===== src/rtl/keypad_pkg.sv =====
// Shared definitions for the keypad entry controller: key codes, controller state, digit decode.
// Latency: n/a (constants, types and a pure function only).
// Backpressure: n/a.
package keypad_pkg;

    localparam logic [3:0] KEY_A     = 4'd10; // backspace
    localparam logic [3:0] KEY_B     = 4'd11; // clear
    localparam logic [3:0] KEY_C     = 4'd12; // reserved, accepted but ignored
    localparam logic [3:0] KEY_D     = 4'd15; // enter
    localparam logic [3:0] DIGIT_MAX = 4'd9;

    typedef enum logic [1:0] {
        ST_ARMED   = 2'd0,
        ST_HOLD    = 2'd1,
        ST_RELEASE = 2'd2
    } ctrl_state_e;

    // An unknown code compares as X, which an if() treats as false, so an X
    // code falls through to "ignored" rather than entering the buffer.
    function automatic logic is_digit(input logic [3:0] code);
        return (code <= DIGIT_MAX);
    endfunction

endpackage


===== src/rtl/keypad_release_debounce.sv =====
// Row synchroniser plus release-debounce counter for the keypad entry controller.
// Latency: row_sync_o = row_raw_i delayed 2 cycles; released_o is combinational from the counter.
// Backpressure: none; the counter only advances while the controller reports hold/release.
//
// Ports:
//   clk, rst        clock, synchronous active-high reset
//   row_raw_i       asynchronous keypad rows
//   in_hold_i       controller is in HOLD
//   in_release_i    controller is in RELEASE
//   row_sync_o      synchronised rows
//   s_row_o         OR of synchronised rows
//   released_o      this cycle completes the required run of low cycles
module keypad_release_debounce #(
    parameter int DEB_CYCLES = 16
) (
    input  logic       clk,
    input  logic       rst,
    input  logic [3:0] row_raw_i,
    input  logic       in_hold_i,
    input  logic       in_release_i,
    output logic [3:0] row_sync_o,
    output logic       s_row_o,
    output logic       released_o
);

    localparam int             CW    = $clog2(DEB_CYCLES + 1);
    localparam logic [CW-1:0]  DEB_W = CW'(DEB_CYCLES);

    logic [3:0]    meta_q;
    logic [3:0]    sync_q;
    logic [CW-1:0] cnt_q;
    logic [CW-1:0] cnt_d;
    logic [CW-1:0] cnt_inc;

    always_ff @(posedge clk) begin
        if (rst) begin
            meta_q <= '0;
            sync_q <= '0;
            cnt_q  <= '0;
        end else begin
            meta_q <= row_raw_i;
            sync_q <= meta_q;
            cnt_q  <= cnt_d;
        end
    end

    assign row_sync_o = sync_q;
    assign s_row_o    = |sync_q;

    // The first low cycle is seen while still in HOLD and counts as 1, so
    // reaching DEB_CYCLES inside RELEASE means DEB_CYCLES consecutive lows.
    always_comb begin
        cnt_inc    = cnt_q + CW'(1);
        released_o = in_release_i && !s_row_o && (cnt_inc == DEB_W);
        cnt_d      = '0;
        if (in_hold_i && !s_row_o) begin
            cnt_d = CW'(1);
        end else if (in_release_i && !s_row_o && !released_o) begin
            cnt_d = cnt_inc;
        end
    end

endmodule


===== src/rtl/keypad_entry_ctrl.sv =====
// Keypad sequencing controller: one accept per press, BCD operand entry with edit keys, valid/ready hand-off.
// Latency: accepted key -> buffer/ndig/out_valid/key_evt/err updated 1 cycle later.
// Backpressure: out_valid holds out_data until out_ready; a second enter while pending is rejected with err.
//
// Ports:
//   clk, rst              clock, synchronous active-high reset
//   row_raw               asynchronous keypad rows
//   row_sync, s_row       synchronised rows and their OR, to the scanner
//   key_code, key_valid   scanner result
//   disp_digits, ndig     live entry buffer (nibble 0 = least significant) and digit count
//   out_data, out_valid   committed operand, out_ready accepts it
//   key_evt, err          one-cycle pulses: press accepted / operation rejected
module keypad_entry_ctrl #(
    parameter int NDIG       = 4,
    parameter int DEB_CYCLES = 16
) (
    input  logic                        clk,
    input  logic                        rst,
    input  logic [3:0]                  row_raw,
    output logic [3:0]                  row_sync,
    output logic                        s_row,
    input  logic [3:0]                  key_code,
    input  logic                        key_valid,
    output logic [4*NDIG-1:0]           disp_digits,
    output logic [$clog2(NDIG+1)-1:0]   ndig,
    output logic [4*NDIG-1:0]           out_data,
    output logic                        out_valid,
    input  logic                        out_ready,
    output logic                        key_evt,
    output logic                        err
);

    import keypad_pkg::*;

    localparam int             NW     = $clog2(NDIG + 1);
    localparam logic [NW-1:0]  NDIG_W = NW'(NDIG);

    ctrl_state_e      state_q, state_d;
    logic [4*NDIG-1:0] buf_q, buf_d;
    logic [NW-1:0]     ndig_q, ndig_d;
    logic [4*NDIG-1:0] out_data_q, out_data_d;
    logic              out_valid_q, out_valid_d;
    logic              evt_q, evt_d;
    logic              err_q, err_d;
    logic              released;

    keypad_release_debounce #(
        .DEB_CYCLES (DEB_CYCLES)
    ) u_deb (
        .clk          (clk),
        .rst          (rst),
        .row_raw_i    (row_raw),
        .in_hold_i    (state_q == ST_HOLD),
        .in_release_i (state_q == ST_RELEASE),
        .row_sync_o   (row_sync),
        .s_row_o      (s_row),
        .released_o   (released)
    );

    always_ff @(posedge clk) begin
        if (rst) begin
            state_q     <= ST_ARMED;
            buf_q       <= '0;
            ndig_q      <= '0;
            out_data_q  <= '0;
            out_valid_q <= 1'b0;
            evt_q       <= 1'b0;
            err_q       <= 1'b0;
        end else begin
            state_q     <= state_d;
            buf_q       <= buf_d;
            ndig_q      <= ndig_d;
            out_data_q  <= out_data_d;
            out_valid_q <= out_valid_d;
            evt_q       <= evt_d;
            err_q       <= err_d;
        end
    end

    always_comb begin
        state_d    = state_q;
        buf_d      = buf_q;
        ndig_d     = ndig_q;
        out_data_d = out_data_q;
        // Handshake completion is independent of keys; a same-cycle enter
        // still sees the old out_valid_q and is rejected.
        out_valid_d = out_valid_q && !out_ready;
        evt_d       = 1'b0;
        err_d       = 1'b0;

        case (state_q)
            ST_ARMED: begin
                if (key_valid) begin
                    state_d = ST_HOLD;
                    evt_d   = 1'b1;
                    case (key_code)
                        KEY_A: begin
                            if (ndig_q != '0) begin
                                buf_d  = buf_q >> 4;
                                ndig_d = ndig_q - NW'(1);
                            end
                        end
                        KEY_B: begin
                            buf_d  = '0;
                            ndig_d = '0;
                        end
                        KEY_C: begin
                        end
                        KEY_D: begin
                            if (ndig_q != '0 && !out_valid_q) begin
                                out_data_d  = buf_q;
                                out_valid_d = 1'b1;
                                buf_d       = '0;
                                ndig_d      = '0;
                            end else begin
                                err_d = 1'b1;
                            end
                        end
                        default: begin
                            if (is_digit(key_code)) begin
                                if (ndig_q < NDIG_W) begin
                                    buf_d      = buf_q << 4;
                                    buf_d[3:0] = key_code;
                                    ndig_d     = ndig_q + NW'(1);
                                end else begin
                                    err_d = 1'b1;
                                end
                            end
                        end
                    endcase
                end
            end
            ST_HOLD: begin
                if (!s_row) begin
                    state_d = ST_RELEASE;
                end
            end
            ST_RELEASE: begin
                if (s_row) begin
                    state_d = ST_HOLD;
                end else if (released) begin
                    state_d = ST_ARMED;
                end
            end
            default: state_d = ST_ARMED;
        endcase
    end

    assign disp_digits = buf_q;
    assign ndig        = ndig_q;
    assign out_data    = out_data_q;
    assign out_valid   = out_valid_q;
    assign key_evt     = evt_q;
    assign err         = err_q;

endmodule


===== config.mk =====
export PLATFORM = sky130hd
export DESIGN_NAME = keypad_entry_ctrl
export DESIGN_NICKNAME = d
export VERILOG_FILES = /design/src/rtl/keypad_pkg.sv /design/src/rtl/keypad_release_debounce.sv /design/src/rtl/keypad_entry_ctrl.sv
export SDC_FILE = /design/constraint.sdc
export NUM_CORES = 1
export LEC_CHECK = 0
export CAP_MARGIN = 20
export CORE_ASPECT_RATIO = 1.2
export CORE_MARGIN = 5
export CORE_UTILIZATION = 45
export DETAILED_ROUTE_END_ITERATION = 10
export DONT_BUFFER_PORTS = 1
export PLACE_DENSITY = 0.65
export SKIP_LAST_GASP = 1
export SYNTH_ARGS = -nofsm -noshare
export SYNTH_HDL_FRONTEND = slang
export SYNTH_HIERARCHICAL = 1
export SYNTH_SLANG_ARGS = --single-unit
export TNS_END_PERCENT = 5

===== constraint.sdc =====
create_clock -name clk -period 1.93 [get_ports clk]
set_input_delay 0 -clock clk [delete_from_list [all_inputs] [get_ports clk]]
set_output_delay 0 -clock clk [all_outputs]
set_load 0.1 [all_outputs]

==> results.py <==
metrics = {
    "routing": {
        "routed_via_density": 5.473,
        "vias": 1899,
        "ant_nets": 0,
        "initialDrtViolationCount": 53,
        "routedWlPerCell_um": 15.76,
        "drc_errors": 0,
        "drt_wl_total_um": 5468,
        "drtPass1Iterations": 4,
    },
    "critical_path": {
        "worstSetupEndpoint": "disp_digits[2]",
        "crit_buf_inv": 1,
        "endpoint_kind": "flip-flop",
        "startpoint": "state_q[1]",
        "max_stage_delay_ns": 0.45,
        "critPathMaxFanout": 12,
        "crit_required_ns": 2.17,
        "rrSetupSlack_ns": 0.14,
        "worst_setup_path_start_kind": "flip-flop",
        "critical_path.top_delay_family": "compound AO/OA/AOI/OAI gates",
        "cp_cell_sequence": "or3b_4 -> a21oi_2 -> o211a_1 -> buf_4 -> o221ai_1 -> a21oi_1",
        "r2r_cells": 6,
        "crit_type": "flip-flop to flip-flop",
        "r2r-end": "disp_digits[2]",
        "crit_arrival_ns": 2.03,
        "slowest_stage": "or3b_4",
        "r2r-start": "state_q[1]",
        "cp.depth": 6,
    },
    "timing": {
        "hold_viol": 0,
        "drv_slew": 0,
        "finClkSkew_ns": 0.005386,
        "fin_crit_ns": 1.794,
        "tightestPinTransition_ns": 0.5483,
        "finalSetupViolations": 0,
        "fmax_ghz": 0.5574,
        "holdWs_ns": 0.007728,
        "min_period_over_period": 0.9295,
        "slew_headroom": 0.6327,
        "rsz0062_at_grt": "false",
    },
    "power_and_ir_drop": {
        "p_total_mw": 2.390,
        "p_leak_nw": 1.126,
        "internal-power_mw": 1.549,
        "switching_share": 0.3520,
        "power_frac_comb": 0.252,
        "clkPwrFrac": 0.256,
        "power.density_nw_per_um2": 833.9,
        "sequentialPowerShare": 0.492,
        "p_sw_uw": 841.4,
        "ir_drop_mv": 0.4568,
    },
    "placement": {
        "routabilityCongestion": 0.8352,
        "port_buffers": 0,
        "dp_hpwl_um": 3664,
    },
    "finish": {
        "area_growth_pct": 27.35,
        "drive_gt1_frac": 0.2962,
        "fillCellCount": 445,
        "n_antenna_cell": 0,
        "register_area_um2": 1079,
        "multi_input_comb_area_um2": 1105,
        "final_nets": 301,
    },
    "logic_synthesis": {
        "synth_fa_ha_area_frac": 0.02001,
        "syn_inst": 230,
        "seq_area_frac_synth": 0.4714,
        "synth_top_family_by_area": "simple AND/OR/NAND/NOR gates",
        "synth_flop_cell": "dfxtp_1",
        "avgSynthCellArea_um2": 9.787,
        "synthTopCellsByArea": "dfxtp_1 47%, mux2i_1 7.6%, nor2_1 6.2%",
        "synth_compound_area_frac": 0.1373,
        "synthSimpleGateAreaFrac": 0.2357,
        "synth_nets": 245,
        "ys_ff_latch": 53,
        "ys_types": 43,
        "synth_top_area_cell": "dfxtp_1",
        "synth_warnings": 6,
        "synth_top_area_frac": 0.4714,
        "synthXorXnorAreaFrac": 0.01556,
        "syn-cell-area_um2": 2251,
        "muxShareOfSynthArea": 0.07560,
        "synthArstFlopShare": 0,
        "synth_edf_count": 0,
    },
    "clock_network": {
        "post_cts_buffers": 0,
        "clk_latency_ns": 0.30,
        "cts-root-buf": "clkbuf_8",
        "cts_buffers": 5,
        "cts_tree": "yes",
        "cts.clk_slew.worst_paths_ns": 0.09,
        "clock_sinks": 53,
        "cts_buffer_depth": 2,
        "cts_max_level": 2,
    },
    "floorplanning": {
        "die_w_um": 74.56,
        "die_area_um2": 6522,
        "die_height_um": 87.48,
        "ioPinCount": 55,
        "rows": 28,
        "start_util": 0.4589,
        "core_um2": 4905,
    },
    "hold_path": {
        "hold_path_depth": 2,
        "hold_path_class": "primary input to flip-flop",
    },
    "global_routing": {
        "grt_max_degree": 51,
        "grt_pass1_vias": 1877,
        "grt_pass1_wl_um": 9094,
        "grtUsageTotal": 0.1802,
        "grt_overflow": 0,
        "antenna_found_initial": 0,
    },
    "run": {
        "cap_violations": 0,
    },
    "outcome": {
        "status": "finished clean",
    },
}
metrics by stage:
| stage | utilization | instances | setup slack (ns) | setup TNS, ns | instance area (µm²) |
|---|---|---|---|---|---|
| CTS | 0.5827 | 347 | 0.009927 | 0 | 2858 |
| global route | 0.5844 | 347 | 0.01005 | 0 | 2867 |
| detailed placement | 0.5393 | 327 | 0.01713 | 0 | 2645 |
| finish | 0.5844 | 347 | 0.1361 | 0 | 2867 |
| global placement | 0.5393 | 327 | 0.08982 | 0 | 2645 |
| floorplan | - | 230 | -0.05189 | -0.05189 | 2268 |
power groups by stage:
stage / clock [mW] / combinational, mW / sequential, mW
6_report: 0.612 / 0.603 / 1.18
5_1_grt: 0.686 / 0.636 / 1.18
4_1_cts: 0.635 / 0.601 / 1.18
3_5_place_dp: 0 / 0.556 / 1.20
3_3_place_gp: 0 / 0.551 / 1.20
2_1_floorplan: 0 / 0.196 / 1.46
worst reg2reg max path: stages (launching register included):
cell	delay, ns
dfxtp_1	0.34
or3b_4	0.45
a21oi_2	0.24
o211a_1	0.22
buf_4	0.19
o221ai_1	0.14
a21oi_1	0.15
how the worst min path moves through the flow:
stage                      startpoint                   to  slack [ns]
after floorplan                   rst  u_deb/row_sync_o[0]        0.06
after global placement            rst              ndig[1]        0.07
after detailed placement          rst              ndig[2]        0.07
after CTS                 key_code[0]              ndig[1]       0.001
after global routing      key_code[0]              ndig[1]       0.008
final                             rst         out_data[11]       0.008
cells by family after synthesis:
family / after synthesis
simple gates: 96
flops: 53
compound gates: 40
buf+inv: 17
mux: 17
xor+xnor: 4
fa+ha+maj: 3
sequential cells by signal, summed over array words and instances, names as in the netlist, 2 cells and up:
signal,count
disp_digits,16
ndig,3
state_q,2
u_deb/cnt_q,5
u_deb/row_sync_o,4
u_deb/meta_q,4
out_data,16
cell usage in the layout, fill, tap and decap left out, drive strengths merged:
master / n
nor2: 37
clkbuf: 7
o211a: 1
a221oi: 10
o221ai: 1
xnor2: 2
or3b: 1
o32ai: 1
ha: 2
nor2b: 11
nor3: 15
or3: 1
nor4: 1
nand3: 9
mux2i: 17
a21oi: 18
dfxtp: 53
inv: 7
a31oi: 1
nand4b: 1
buf: 49
and3: 1
fa: 1
a21o: 1
a211oi: 1
o311ai: 1
o211ai: 3
dlygate4sd3: 11
o21ai: 2
nand2: 15
xor2: 2
nand4: 2
and4bb: 1
and4: 1
metal layers:
metal | GRT usage | share of wire | wire length (µm)
met1 | 0.1987 | 0.40 | 2199
met2 | 0.3237 | 0.53 | 2896
met3 | 0.05427 | 0.054 | 297
met4 | 0.05825 | 0.014 | 75
met5 | 0 | 0 | 0
cell usage after synthesis (2+ instances only):
cell	n
xnor2_1	2
nor3_1	5
a21oi_1	17
nor2_1	37
buf_6	2
o211ai_1	2
inv_1	6
nor3_2	10
clkbuf_1	5
mux2i_1	17
nor2b_1	11
nand2_1	14
dfxtp_1	53
nand3_1	8
a221oi_1	8
xor2_1	2
nand4_1	2
o21ai_0	2
a221oi_2	2
ha_1	2
cell type report:
type,count,area share
Clock buffer,7,0.02663
Clock inverter,1,0.002182
Inverter,6,0.007857
Multi-Input combinational cell,160,0.3854
Sequential cell,53,0.3763
Tap cell,60,0.02619
Timing Repair Buffer,60,0.1755
timing repair:
action,CTS,global route
resized for setup,0,1
hold buffers,12,0
endpoints found under the setup margin,0,10
endpoints found under the hold margin,53,0
Power figures use the tool's default switching activity.
